<file path="src/rtl/iro_pkg.sv">
// ---------------------------------------------------------------------------
// iro_pkg
// Shared definitions for the ring-oscillator frequency counter.
//   iro_state_e        : measurement FSM states (IDLE, ARM, GATE, DONE)
//   GATE_MIN_LOG2_DEF  : default log2 of the shortest gate window
//   BYTE_LO/MID/HI     : readout selectors for result bytes 0..2
//   STATUS_BYTE        : readout selector for the status byte
//   gate_cycles()      : gate window length in clk cycles for a gate_sel code
// ---------------------------------------------------------------------------
package iro_pkg;

    typedef enum logic [1:0] {
        IDLE = 2'd0,
        ARM  = 2'd1,
        GATE = 2'd2,
        DONE = 2'd3
    } iro_state_e;

    localparam int GATE_MIN_LOG2_DEF = 8;

    localparam logic [1:0] BYTE_LO     = 2'd0;
    localparam logic [1:0] BYTE_MID    = 2'd1;
    localparam logic [1:0] BYTE_HI     = 2'd2;
    localparam logic [1:0] STATUS_BYTE = 2'd3;

    // Gate window length: 2^(min_log2 + sel) clk cycles.
    function automatic logic [31:0] gate_cycles(input int unsigned min_log2,
                                                input logic [2:0]  sel);
        return 32'd1 << (min_log2 + 32'(sel));
    endfunction

endpackage

</file>
<file path="src/rtl/iro_freq_counter_if.sv">
// ---------------------------------------------------------------------------
// iro_freq_counter_if
// Control and readout bundle of the frequency counter.
//   ena       : block enable (low forces IDLE)
//   start     : measurement request, rising edge detected inside the block
//   gate_sel  : gate window select, captured at start
//   byte_sel  : readout byte select
//   rd_data   : registered readout byte
//   valid     : result register holds a completed measurement
//   busy      : measurement in progress (ARM or GATE)
//   overflow  : latched count saturated
// master = the controlling side, slave = the counter.
// ---------------------------------------------------------------------------
interface iro_freq_counter_if;

    logic       ena;
    logic       start;
    logic [2:0] gate_sel;
    logic [1:0] byte_sel;
    logic [7:0] rd_data;
    logic       valid;
    logic       busy;
    logic       overflow;

    modport master (
        output ena, start, gate_sel, byte_sel,
        input  rd_data, valid, busy, overflow
    );

    modport slave (
        input  ena, start, gate_sel, byte_sel,
        output rd_data, valid, busy, overflow
    );

endinterface

</file>
<file path="src/rtl/iro_sync.sv">
// ---------------------------------------------------------------------------
// iro_sync
// Flop-chain synchroniser followed by a history flop, producing a one-cycle
// pulse for every rising edge of the synchronised input.
//   clk, rst_n : clock and asynchronous active-low reset
//   async_in   : input to be synchronised / edge-detected
//   edge_pulse : high for one cycle after each rising edge of async_in
// With STAGES = 1 it serves as a plain registered rising-edge detector.
// ---------------------------------------------------------------------------
module iro_sync #(
    parameter int STAGES = 2
) (
    input  logic clk,
    input  logic rst_n,
    input  logic async_in,
    output logic edge_pulse
);

    logic [STAGES-1:0] chain_q;
    logic [STAGES-1:0] chain_d;
    logic              prev_q;
    logic              prev_d;

    // Shift written as a left shift so that STAGES = 1 needs no special case.
    always_comb begin
        chain_d = (chain_q << 1) | STAGES'(async_in);
        prev_d  = chain_q[STAGES-1];
    end

    // Chain and history flops sample every cycle regardless of FSM state.
    always_ff @(posedge clk or negedge rst_n) begin
        if (!rst_n) begin
            chain_q <= '0;
            prev_q  <= 1'b0;
        end else begin
            chain_q <= chain_d;
            prev_q  <= prev_d;
        end
    end

    assign edge_pulse = chain_q[STAGES-1] & ~prev_q;

endmodule

</file>
<file path="src/rtl/iro_freq_counter.sv">
// ---------------------------------------------------------------------------
// iro_freq_counter
// Measures the frequency of one ring-oscillator phase by counting its rising
// edges over a programmable gate window of clk cycles, and latches the count
// as a result readable one byte at a time.
//   clk      : system clock
//   rst_n    : asynchronous active-low reset
//   osc_in   : asynchronous oscillator phase, frequency below clk/2
//   bus      : control/readout bundle (slave side), see iro_freq_counter_if
// Parameters:
//   CNT_W          : edge counter / result width (8..24)
//   GATE_MIN_LOG2  : log2 of the shortest gate window
//   SYNC_STAGES    : synchroniser depth on osc_in (>= 2)
// ---------------------------------------------------------------------------
module iro_freq_counter
    import iro_pkg::*;
#(
    parameter int CNT_W         = 20,
    parameter int GATE_MIN_LOG2 = GATE_MIN_LOG2_DEF,
    parameter int SYNC_STAGES   = 2
) (
    input  logic               clk,
    input  logic               rst_n,
    input  logic               osc_in,
    iro_freq_counter_if.slave  bus
);

    // Timer must hold 2^(GATE_MIN_LOG2+7) - 1 for the longest window.
    localparam int TMR_W = GATE_MIN_LOG2 + 7;
    localparam int ARM_W = (SYNC_STAGES > 1) ? $clog2(SYNC_STAGES) : 1;
    localparam logic [ARM_W-1:0] ARM_LAST = ARM_W'(SYNC_STAGES - 1);

    logic osc_edge;
    logic start_rise;

    iro_sync #(.STAGES(SYNC_STAGES)) u_osc_sync (
        .clk        (clk),
        .rst_n      (rst_n),
        .async_in   (osc_in),
        .edge_pulse (osc_edge)
    );

    iro_sync #(.STAGES(1)) u_start_edge (
        .clk        (clk),
        .rst_n      (rst_n),
        .async_in   (bus.start),
        .edge_pulse (start_rise)
    );

    iro_state_e         state_q,  state_d;
    logic [CNT_W-1:0]   cnt_q,    cnt_d;
    logic [CNT_W-1:0]   result_q, result_d;
    logic [TMR_W-1:0]   timer_q,  timer_d;
    logic [ARM_W-1:0]   arm_q,    arm_d;
    logic               valid_q,  valid_d;
    logic               busy_q,   busy_d;
    logic               ovf_q,    ovf_d;
    logic [7:0]         rd_q,     rd_d;
    logic [23:0]        result_ext;

    // Measurement FSM. ena low overrides everything and parks the block in
    // IDLE; result and valid are left alone so a finished measurement
    // survives, while an aborted one already cleared valid when it started.
    always_comb begin
        state_d  = state_q;
        cnt_d    = cnt_q;
        result_d = result_q;
        timer_d  = timer_q;
        arm_d    = arm_q;
        valid_d  = valid_q;
        ovf_d    = ovf_q;

        if (!bus.ena) begin
            state_d = IDLE;
        end else begin
            case (state_q)
                IDLE, DONE: begin
                    if (start_rise) begin
                        state_d = ARM;
                        cnt_d   = '0;
                        ovf_d   = 1'b0;
                        valid_d = 1'b0;
                        timer_d = TMR_W'(gate_cycles(GATE_MIN_LOG2, bus.gate_sel) - 32'd1);
                        arm_d   = ARM_LAST;
                    end
                end
                // Lets edges already inside the synchroniser drain uncounted.
                ARM: begin
                    if (arm_q == '0) begin
                        state_d = GATE;
                    end else begin
                        arm_d = arm_q - 1'b1;
                    end
                end
                // The edge in the timer==0 cycle is still counted, so the
                // window is exactly timer-load + 1 cycles long.
                GATE: begin
                    if (osc_edge) begin
                        if (&cnt_q) begin
                            ovf_d = 1'b1;
                        end else begin
                            cnt_d = cnt_q + 1'b1;
                        end
                    end
                    timer_d = timer_q - 1'b1;
                    if (timer_q == '0) begin
                        state_d  = DONE;
                        result_d = cnt_d;
                        valid_d  = 1'b1;
                    end
                end
                default: state_d = IDLE;
            endcase
        end

        busy_d = (state_d == ARM) || (state_d == GATE);
    end

    // Registered readout mux; result bytes above CNT_W read as zero.
    always_comb begin
        result_ext               = '0;
        result_ext[CNT_W-1:0]    = result_q;
        rd_d                     = '0;
        case (bus.byte_sel)
            BYTE_LO:     rd_d = result_ext[7:0];
            BYTE_MID:    rd_d = result_ext[15:8];
            BYTE_HI:     rd_d = result_ext[23:16];
            STATUS_BYTE: rd_d = {ovf_q, busy_q, valid_q, state_q, 3'b000};
            default:     rd_d = '0;
        endcase
    end

    // State and datapath registers.
    always_ff @(posedge clk or negedge rst_n) begin
        if (!rst_n) begin
            state_q  <= IDLE;
            cnt_q    <= '0;
            result_q <= '0;
            timer_q  <= '0;
            arm_q    <= '0;
            valid_q  <= 1'b0;
            busy_q   <= 1'b0;
            ovf_q    <= 1'b0;
            rd_q     <= '0;
        end else begin
            state_q  <= state_d;
            cnt_q    <= cnt_d;
            result_q <= result_d;
            timer_q  <= timer_d;
            arm_q    <= arm_d;
            valid_q  <= valid_d;
            busy_q   <= busy_d;
            ovf_q    <= ovf_d;
            rd_q     <= rd_d;
        end
    end

    assign bus.rd_data  = rd_q;
    assign bus.valid    = valid_q;
    assign bus.busy     = busy_q;
    assign bus.overflow = ovf_q;

endmodule

</file>
<file path="src/flat_wrapper.sv">
// flat-port wrapper written by rule: the top's interface ports become plain ports
module iro_freq_counter_flat import iro_pkg::*;
#(
    parameter int CNT_W         = 20,
    parameter int GATE_MIN_LOG2 = GATE_MIN_LOG2_DEF,
    parameter int SYNC_STAGES   = 2
)
  (clk, rst_n, osc_in, bus_ena, bus_start, bus_gate_sel, bus_byte_sel, bus_rd_data, bus_valid, bus_busy, bus_overflow);
  iro_freq_counter_if bus_i ();
  input  logic clk;
  input  logic rst_n;
  input  logic osc_in;
  input wire logic [$bits(bus_i.ena)-1:0] bus_ena;
  input wire logic [$bits(bus_i.start)-1:0] bus_start;
  input wire logic [$bits(bus_i.gate_sel)-1:0] bus_gate_sel;
  input wire logic [$bits(bus_i.byte_sel)-1:0] bus_byte_sel;
  output wire logic [$bits(bus_i.rd_data)-1:0] bus_rd_data;
  output wire logic [$bits(bus_i.valid)-1:0] bus_valid;
  output wire logic [$bits(bus_i.busy)-1:0] bus_busy;
  output wire logic [$bits(bus_i.overflow)-1:0] bus_overflow;
  assign bus_i.ena = bus_ena;
  assign bus_i.start = bus_start;
  assign bus_i.gate_sel = bus_gate_sel;
  assign bus_i.byte_sel = bus_byte_sel;
  assign bus_rd_data = bus_i.rd_data;
  assign bus_valid = bus_i.valid;
  assign bus_busy = bus_i.busy;
  assign bus_overflow = bus_i.overflow;
  iro_freq_counter #(.CNT_W(CNT_W), .GATE_MIN_LOG2(GATE_MIN_LOG2), .SYNC_STAGES(SYNC_STAGES)) u_core (.clk(clk), .rst_n(rst_n), .osc_in(osc_in), .bus(bus_i));
endmodule
</file>
<file path="config.mk">
export PLATFORM = sky130hd
export DESIGN_NAME = iro_freq_counter_flat
export DESIGN_NICKNAME = d
export VERILOG_FILES = /design/src/rtl/iro_pkg.sv /design/src/rtl/iro_freq_counter_if.sv /design/src/rtl/iro_sync.sv /design/src/rtl/iro_freq_counter.sv /design/src/flat_wrapper.sv
export SDC_FILE = /design/constraint.sdc
export NUM_CORES = 1
export LEC_CHECK = 0
export CORE_MARGIN = 4
export CORE_UTILIZATION = 60
export DETAILED_ROUTE_END_ITERATION = 8
export GPL_TIMING_DRIVEN = 1
export PLACE_DENSITY_LB_ADDON = 0.3
export SYNTH_ARGS = -nofsm -noshare
export SYNTH_HDL_FRONTEND = slang
export SYNTH_SLANG_ARGS = --single-unit
</file>
<file path="constraint.sdc">
create_clock -name clk -period 6 [get_ports clk]
set_input_delay 0.9 -clock clk [delete_from_list [all_inputs] [get_ports clk]]
set_output_delay 0.9 -clock clk [all_outputs]
set_load 0.05 [all_outputs]
</file>
==> run summary <==
Result of the run = completed
Type of element launching the critical path = register
Core box area = 6907 um2
Fmax = 0.3283 GHz
Clock latency at the later pin of the worst-skew pair = 0.35 ns
Number of max-slew violations in the final report = 0
Final hold violations = 0
Number of flops mapped to enable cells by yosys = 0
Mapped Avg Cell Area = 9.024 um2
Synthesized cell area = 4340 um2
Minimum clock period after layout = 3.046 ns
Asr flop ratio synth = 1.000
Weighted congestion at the end of routability-driven global placement = 0.9017
Leftover overflow at the end of global routing = 0
Number of buffers added by the clock tree synthesis step = 9
Worst vdd ir = 0.0001902 V
Row Count = 30
Flip-flop and latch count after synthesis = 74
Startpoint of the worst setup timing path = u_core.state_q[0]
Final worst-path cycle share = 0.5077
Number of buffers and inverters on the critical path = 2
Power share of the sequential group = 0.416
Clk Tree Root Cell = sky130_fd_sc_hd__clkbuf_8
Fraction of final layout cells sized beyond drive strength 1 = 0.09671
Via count = 3713
Die Width = 93.06 um
Cell count after synthesis = 481
Vertical die dimension = 93.06 um
CTS HTree Levels = 3
Number of different library cells in the post-synthesis netlist = 64
Commonest cells after routing, fill and taps aside = sky130_fd_sc_hd__dfrtp_1 (74), sky130_fd_sc_hd__nand2_1 (52), sky130_fd_sc_hd__nor2_1 (34), sky130_fd_sc_hd__a21oi_1 (32), sky130_fd_sc_hd__o21ai_0 (31)
Required time at the worst-slack endpoint = 6.28 ns
Worst setup path class = reg2reg
Violation count after the first detailed-route iteration = 326
Total Neg Setup Slack = 0 ns
Vias per inst = 6.380
RSZ-0062 raised after global routing = false
Relative max-transition margin = 0.3303
Number of placed instances, taps included = 566
Synth-to-layout area growth = 9.974%
Clock tree from TritonCTS = done
Sequential share of the synthesized area = 0.4266
Initial Util = 0.6284
MaxCap Viol Count = 0
Series of cell instances along the critical path = inv_1 > ha_1 > inv_2 > nor3_1 > a211oi_2 > a2111o_1 > nand3_1
Destination of the worst register-to-register timing path = u_core.timer_q[11]
Switching power share of the total = 0.3461
Static power due to leakage = 1.973 nW
Antenna violation net count after detailed routing = 0
Io pins = 21
Tightest Pin Transition = 1.004 ns
Number of design rule violations left after detail routing = 0
Final worst setup slack = 2.954 ns
Nets = 496
Worst setup endpoint = u_core.timer_q[11]
Largest net degree at the start of global routing = 75
Class of the most critical hold timing path = reg2reg
Most frequent standard cell in the layout excluding fill and tap cells = sky130_fd_sc_hd__dfrtp_1
Initial antenna violation count = 0
Critical path capture point type = register
Crit-path max FO = 29
Worst-case register-to-register setup slack = 2.95 ns
Largest cells by area after synthesis = sky130_fd_sc_hd__dfrtp_1 (43%), sky130_fd_sc_hd__mux2i_1 (4.8%), sky130_fd_sc_hd__nand2_1 (4.5%), sky130_fd_sc_hd__a21oi_1 (3.7%), sky130_fd_sc_hd__o21ai_0 (3.6%)
Synthesis Warnings = 0
Sink count of the clock tree = 74
Fill cell instance count of the final layout = 554
Number of buffers added on ports = 20
Number of diodes added for antenna fixing = 0
Critical path's largest stage delay = 0.83 ns
Number of hold-repair buffers added at the cts stage = 0
Worst hold slack = 0.3686 ns
Worst-case clock skew = 0.008601 ns
Final setup viols = 0
Number of resized instances in the post-cts repair step = 0
Total wire length = 10.03 mm
Half-perimeter wire length of the detailed placement result = 6.704 mm
Worst reg-to-reg path cell count = 7
CP Depth = 7
Internal power = 0.9939 mW
Power Dens Cells = 318.4 nW/um2
Synth top area share = 0.4266
Yosys top cell by area = sky130_fd_sc_hd__dfrtp_1
Count of placed standard cells in the final layout, fillers left out = 582
Gr usage total = 0.2435
Signal arrival time at the worst endpoint = 3.33 ns
Number of buffers inserted by post-CTS setup repair = 0
Startpoint of the most critical register-to-register path = u_core.state_q[0]
Clock group share of total power = 0.320
Global-route wire length before repair = 16.70 mm
Net Count, Synth = 496
Vias in the first global route = 3395
CP top delay family = adder cells
NetSw = 0.5261 mW
Most common flop cell mapped by yosys = sky130_fd_sc_hd__dfrtp_1
Total die area = 8659 um2
Combinational cell fraction of total power = 0.264
Maximum clock path buffer count = 2
Placement-stage worst setup slack = 3.017 ns
Number of iterations in the first detailed-routing pass = 6
CTS clk-pin slew, worst paths = 0.09 ns
Slowest cell on crit path = sky130_fd_sc_hd__ha_1
Routed len/inst = 17.24 um
==> worst min path at each step <==
| stage | start | end | cells after the start |
|---|---|---|---|
| finish | u_core.u_osc_sync.chain_q[0] | u_core.u_osc_sync.chain_q[1] | 0 |
| CTS | u_core.u_osc_sync.chain_q[0] | u_core.u_osc_sync.chain_q[1] | 0 |
| floorplan | u_core.u_osc_sync.chain_q[0] | u_core.u_osc_sync.chain_q[1] | 0 |
| global route | u_core.u_osc_sync.chain_q[0] | u_core.u_osc_sync.chain_q[1] | 0 |
| global placement | u_core.u_osc_sync.chain_q[0] | u_core.u_osc_sync.chain_q[1] | 0 |
| detailed placement | u_core.u_osc_sync.chain_q[0] | u_core.u_osc_sync.chain_q[1] | 0 |
==> registers in the layout, indices dropped and copies added, names as in the netlist <==
| name | flops |
|---|---|
| u_core.u_start_edge.prev_q | 1 |
| u_core.u_start_edge.chain_q | 1 |
| u_core.arm_q | 1 |
| u_core.u_osc_sync.chain_q | 2 |
| u_core.bus.overflow | 1 |
| u_core.bus.rd_data | 8 |
| u_core.u_osc_sync.prev_q | 1 |
| u_core.timer_q | 15 |
| u_core.cnt_q | 20 |
| u_core.result_q | 20 |
| u_core.state_q | 2 |
| u_core.bus.busy | 1 |
| u_core.bus.valid | 1 |
==> per-layer routing <==
layer	global-route usage	vias to the layer above	share of wire
met5	0	-	0
met4	0.07570	0	0.013
met3	0.03379	18	0.051
met2	0.3983	139	0.48
met1	0.3370	1804	0.46
li1	-	1752	-
==> power groups by stage <==
stage	combinational [mW]	sequential [mW]	clock [mW]
after floorplan	0.296	0.634	0
after global placement	0.383	0.639	0
after detailed placement	0.397	0.640	0
after CTS	0.399	0.630	0.485
after global routing	0.444	0.643	0.515
final	0.402	0.632	0.486
==> cell families after synthesis <==
kind of cell / after synthesis / synth area share
DFF: 74 / 0.4266
and+or+nand+nor: 176 / 0.2174
xor gates and xnor gates: 17 / 0.03430
AOI/OAI and AO/OA: 139 / 0.2027
adders and majority gates: 5 / 0.01441
buffers and inverters: 46 / 0.04583
muxes: 24 / 0.05881
==> cells in the mapped netlist (4+ instances only) <==
master	number
sky130_fd_sc_hd__dfrtp_1	74
sky130_fd_sc_hd__nand2_1	52
sky130_fd_sc_hd__nor2_1	34
sky130_fd_sc_hd__a21oi_1	32
sky130_fd_sc_hd__o21ai_0	31
sky130_fd_sc_hd__mux2i_1	21
sky130_fd_sc_hd__nand3_1	20
sky130_fd_sc_hd__clkbuf_1	18
sky130_fd_sc_hd__o21ai_1	17
sky130_fd_sc_hd__nor3_1	13
sky130_fd_sc_hd__inv_1	12
sky130_fd_sc_hd__a31oi_1	11
sky130_fd_sc_hd__xor2_1	10
sky130_fd_sc_hd__buf_2	9
sky130_fd_sc_hd__nor4_1	8
sky130_fd_sc_hd__nand4_1	7
sky130_fd_sc_hd__xnor2_1	7
sky130_fd_sc_hd__nor2b_1	6
sky130_fd_sc_hd__o21ai_2	6
sky130_fd_sc_hd__ha_1	5
sky130_fd_sc_hd__o211ai_1	5
sky130_fd_sc_hd__o22ai_1	5
sky130_fd_sc_hd__or2_2	5
sky130_fd_sc_hd__nand2b_1	4
sky130_fd_sc_hd__o31ai_1	4
==> layout make-up <==
| type | instances | area, um2 | area share |
|---|---|---|---|
| Clock buffer | 10 | 137.6 | 0.02883 |
| Clock inverter | 6 | 112.6 | 0.02359 |
| Inverter | 13 | 48.80 | 0.01022 |
| Multi-Input combinational cell | 361 | 2290 | 0.4797 |
| Sequential cell | 74 | 1852 | 0.3879 |
| Tap cell | 96 | 120.1 | 0.02516 |
| Timing Repair Buffer | 22 | 212.7 | 0.04456 |
==> through the flow <==
stage / utilization / cell area [um2] / total power, mW
after floorplan: - / 4340 / 0.9300
final: 0.6911 / 4773 / 1.520
after global routing: 0.6911 / 4773 / 1.602
after global placement: 0.6549 / 4523 / 1.021
after detailed placement: 0.6549 / 4523 / 1.037
after CTS: 0.6911 / 4773 / 1.514
No activity file was read; power rests on OpenSTA's default activity.
